## src/rtl/freq_generator.sv

```systemverilog
`default_nettype none
// ============================================================================
// freq_generator : programmable square-wave / strobe generator. Period words
// arrive by valid/ready and are applied only at a period boundary.
// Revision 1.0
// ============================================================================
module freq_generator #(
  parameter int CNTR_SIZE = 10,
  parameter int PSC_DIV   = 1
) (
  input  logic                 clk,
  input  logic                 rst,
  input  logic                 en,
  input  logic [CNTR_SIZE-1:0] period_in,
  input  logic                 period_valid,
  output logic                 period_ready,
  output logic                 wave_out,
  output logic                 pulse_out,
  output logic                 running
);

  localparam int                   PSC_W      = (PSC_DIV > 1) ? $clog2(PSC_DIV) : 1;
  localparam logic [PSC_W-1:0]     PSC_LAST   = PSC_W'(PSC_DIV - 1);
  localparam logic [CNTR_SIZE-1:0] MIN_PERIOD = CNTR_SIZE'(2);
  localparam logic [0:0]           S_IDLE     = 1'b0;
  localparam logic [0:0]           S_RUN      = 1'b1;

  logic [0:0]           state_q, state_d;
  logic [PSC_W-1:0]     psc_q, psc_d;
  logic [CNTR_SIZE-1:0] cnt_q, cnt_d;
  logic [CNTR_SIZE-1:0] active_q, active_d;
  logic [CNTR_SIZE-1:0] pend_val_q, pend_val_d;
  logic                 pend_q, pend_d;
  logic                 wave_q, wave_d;
  logic                 pulse_q, pulse_d;

  logic                 tick;
  logic                 at_end;
  logic                 xfer;
  logic [CNTR_SIZE-1:0] clamped;

  always_comb begin
    state_d    = state_q;
    psc_d      = psc_q;
    cnt_d      = cnt_q;
    active_d   = active_q;
    pend_d     = pend_q;
    pend_val_d = pend_val_q;
    wave_d     = 1'b0;
    pulse_d    = 1'b0;

    clamped = (period_in < MIN_PERIOD) ? MIN_PERIOD : period_in;
    xfer    = period_valid && !pend_q;
    tick    = (psc_q == PSC_LAST);
    at_end  = tick && (cnt_q == (active_q - CNTR_SIZE'(1)));

    case (state_q)
      S_IDLE: begin
        psc_d = '0;
        cnt_d = '0;
        if (pend_q) begin
          active_d = pend_val_q;
          pend_d   = 1'b0;
        end
        // Entry decision uses the period already active, not one committing now.
        if (en && (active_q != '0)) begin
          state_d = S_RUN;
        end
      end
      S_RUN: begin
        if (!en) begin
          state_d = S_IDLE;
          psc_d   = '0;
          cnt_d   = '0;
        end else begin
          wave_d  = (cnt_q < (active_q >> 1));
          // psc is zero only on the first clk of each count value.
          pulse_d = (cnt_q == '0) && (psc_q == '0);
          psc_d   = tick ? '0 : psc_q + PSC_W'(1);
          if (tick) begin
            if (at_end) begin
              cnt_d = '0;
              if (pend_q) begin
                active_d = pend_val_q;
                pend_d   = 1'b0;
              end
            end else begin
              cnt_d = cnt_q + CNTR_SIZE'(1);
            end
          end
        end
      end
      default: begin
        state_d = S_IDLE;
      end
    endcase

    // A transfer needs an empty pending slot, so it never collides with a commit.
    if (xfer) begin
      pend_d     = 1'b1;
      pend_val_d = clamped;
    end
  end

  always_ff @(posedge clk or negedge rst) begin
    if (!rst) begin
      state_q    <= S_IDLE;
      psc_q      <= '0;
      cnt_q      <= '0;
      active_q   <= '0;
      pend_val_q <= '0;
      pend_q     <= 1'b0;
      wave_q     <= 1'b0;
      pulse_q    <= 1'b0;
    end else begin
      state_q    <= state_d;
      psc_q      <= psc_d;
      cnt_q      <= cnt_d;
      active_q   <= active_d;
      pend_val_q <= pend_val_d;
      pend_q     <= pend_d;
      wave_q     <= wave_d;
      pulse_q    <= pulse_d;
    end
  end

  assign period_ready = !pend_q;
  assign wave_out     = wave_q;
  assign pulse_out    = pulse_q;
  assign running      = (state_q == S_RUN);

endmodule
`default_nettype wire

```

## config.mk

```make
export PLATFORM = sky130hd
export DESIGN_NAME = freq_generator
export DESIGN_NICKNAME = d
export VERILOG_FILES = /design/src/rtl/freq_generator.sv
export SDC_FILE = /design/constraint.sdc
export NUM_CORES = 1
export LEC_CHECK = 0
export BUFFER_PORTS_ARGS = -buffer_cell sky130_fd_sc_hd__buf_4
export CORE_ASPECT_RATIO = 1.4
export CORE_MARGIN = 2
export CORE_UTILIZATION = 55
export CTS_BUF_LIST = sky130_fd_sc_hd__clkbuf_2
export DETAILED_ROUTE_END_ITERATION = 8
export GPL_ROUTABILITY_DRIVEN = 0
export HOLD_SLACK_MARGIN = 0.1
export PLACE_DENSITY = 0.75
export SYNTH_ARGS = -nofsm -noshare
export SYNTH_HDL_FRONTEND = slang
export SYNTH_SLANG_ARGS = --single-unit
```

## constraint.sdc

```tcl
create_clock -name clk -period 5.15 [get_ports clk]
set_input_delay 0.515 -clock clk [delete_from_list [all_inputs] [get_ports clk]]
set_output_delay 0.515 -clock clk [all_outputs]
set_load 0.01 [all_outputs]
```

==> flow_summary.yaml <==
flow_run:
  maxCapViolations: 0
logic_synthesis:
  synth_seq_area_share_pct: 43.67
  synth_edf_count: 0
  avgSynthCellArea_um2: 10.47
  synth_top_area_cell: "dfrtp_1"
  synth_top_cell_area_share_pct: 43.67
  ys_ff_latch: 34
  synth_cell_types: 39
  synth_area_leaders: "dfrtp_1, mux2_2, ha_1"
  ys_warn_count: 0
  synth_fp_nets: 211
  ys.flop_type: "dfrtp_1"
  syn_area_um2: 1948
  synthArstFlopShare_pct: 100.0
  netlist_instances: 186
critical_path:
  critPathLaunch: "active_q[2]"
  cp_max_fo: 10
  reg2reg_from: "active_q[2]"
  critPathRequiredTime_ns: 5.42
  critPathLaunchType: "flop"
  worst_setup_path_end_kind: "flop"
  worstPathArrival_ns: 3.22
  critPathKind: "reg2reg"
timing:
  slew_violations: 0
  whs_ns: 0.3747
  worstMarginPinSlew_ns: 0.7541
  relSlewSlack_pct: 49.62
  setup_violations: 0
  period_share_pct: 57.33
  postLayoutSetupSlackWorst_ns: 2.197
  hold_violations: 0
  finalClockSkew_ns: 0.01495
  layout_min_cycle_time_ns: 2.953
  fin_tns_setup_ns: 0
  rsz0062_at_grt: "no"
  max_freq_ghz: 0.3387
clocking:
  insertion_delay_ns: 0.37
  cts_tree: "done"
  ctsHoldBuffers: 1
  clk_path_buf_depth: 2
  cts_resized: 0
  cts_buffers: 5
  post_cts_buffers: 0
  cts_max_level: 2
  clkSinkCount: 34
  clkTransAtPathRegs_ns: 0.17
  cts-root-buf: "clkbuf_2"
placement:
  dp_slack_ns: 2.200
  io_buffers: 17
  placed_area_um2: 2107
  dp_hpwl_um: 2853
detailed_routing:
  drtPass1Iterations: 4
  antenna_left: 0
  post_drt_wl_per_cell_um: 15.03
  initialDrtViolationCount: 20
  vias_per_cell: 5.883
  num_vias: 1453
  wl_um: 3713
  drc: 0
global_routing:
  grt_usage_pct: 22.02
  grt_pass1_wl_um: 6375
  grt_max_degree: 35
  grt_pass1_vias: 1429
  overflow: 0
  antenna_found_initial: 0
finish:
  final_core_util_pct: 63.81
  drive_above_1_share_pct: 22.71
  nets: 231
  antenna_cells: 0
  final_cell_area_um2: 2156
  area_growth_pct: 10.66
pwr:
  seq_power_share_pct: 48.9
  pwr-share-comb_pct: 37.1
  switchingPower_uw: 321.4
  clockPowerShare_pct: 14.1
  vdd_drop_max_v: 0.0002352
  p_leak_uw: 0.0009788
  p_per_area_nw_per_um2: 390.2
  swShare_pct: 38.21
  power.internal_uw: 519.8
floorplanning:
  rows: 25
  die_h_um: 74.42
  die_area_um2: 4041
  start_util_pct: 57.67
  dieWidth_um: 54.30
  core_um2: 3378
  io_pins: 18
min_path:
  worstHoldStart: "en"
  hp-class: "in2reg"
status:
  status: "completed"
-- power groups by stage --
stage / Combinational [µW] / Sequential (µW) / Clock [µW]
2_1_floorplan: 266 / 381 / 0
3_3_place_gp: 298 / 410 / 0
3_5_place_dp: 312 / 416 / 0
4_1_cts: 315 / 410 / 123
5_1_grt: 351 / 422 / 140
6_report: 312 / 411 / 118
-- logic make-up (layout without fill, tap and decap cells) --
logic type | Yosys count | after routing | synth area share (%)
flip-flops | 34 | 34 | 43.67
buffers and inverters | 21 | 42 | 4.046
multiplexers | 19 | 19 | 10.92
AO/OA/AOI/OAI | 28 | 28 | 11.75
AND/OR/NAND/NOR | 56 | 56 | 14.90
XOR/XNOR | 17 | 17 | 7.643
adder cells (fa/ha/maj) | 11 | 11 | 7.065
-- cell usage after synthesis (4+ instances only) --
library cell / count
xnor2_1: 11
a21oi_1: 5
xor2_1: 6
clkbuf_1: 4
nor3_1: 4
o21ai_0: 7
nor4_1: 5
mux2_2: 18
ha_1: 11
nand2_1: 11
nor2_1: 13
inv_1: 16
dfrtp_1: 34
nand3_1: 9
-- worst paths after layout --
| check | endpoint | slack (ns) | depth (start not counted) |
|---|---|---|---|
| worst max-delay path | active_q[9] | 2.20 | 6 |
| worst min-delay path | running | 0.37 | 3 |
| worst max register to register | active_q[9] | 2.20 | 6 |
| worst min register to register | pend_val_q[0] | 0.51 | 2 |
| max in group asynchronous | active_q[1] | 4.26 | 2 |
| min in group asynchronous | cnt_q[9] | 0.58 | 2 |
-- layout by cell type, fill, tap and decap left out, types with 5 or more instances in the layout --
cell	netlist	final
dfrtp_1	34	34
nand2_1	11	11
a21oi_1	5	5
ha_1	11	11
o21ai_0	7	7
nor2_1	13	13
xor2_1	6	6
xnor2_1	11	11
inv_1	16	16
clkbuf_2	0	6
mux2_2	18	18
nor4_1	5	5
nand3_1	9	9
buf_4	0	17
-- cell type report --
type / count / area, µm²
Clock inverter: 2 / 8.758
Fill cell: 278 / 1222
Inverter: 16 / 60.06
Sequential cell: 34 / 850.8
Clock buffer: 6 / 30.03
Tap cell: 40 / 50.05
Timing Repair Buffer: 18 / 137.6
Multi-Input combinational cell: 131 / 1018
-- per-stage QoR --
step / power (µW) / cells
finish: 841.3 / 247
global route: 913.6 / 247
CTS: 847.7 / 247
detailed placement: 728.2 / 238
global placement: 707.4 / 238
floorplan: 646.4 / 186
-- critical path, cell delays in order (launching register included) --
cell	delay (ns)
dfrtp_1	0.48
or3_1	0.42
or4_4	0.50
a2111oi_4	0.40
nand2_1	0.14
o32ai_4	0.51
mux2_2	0.40
-- layer usage --
metal	GRT usage, %	up-vias	wire [µm]
li1	-	702	-
met1	23.99	718	1513
met5	0	-	0
met3	5.020	9	111
met4	10.83	0	94
met2	38.82	24	1993
-- registers in the layout, indices dropped and copies added (netlist names) --
signal / cells
pulse_out: 1
pend_q: 1
cnt_q: 10
wave_out: 1
active_q: 10
running: 1
pend_val_q: 10
Note: power is estimated with default switching activity, not from simulation.
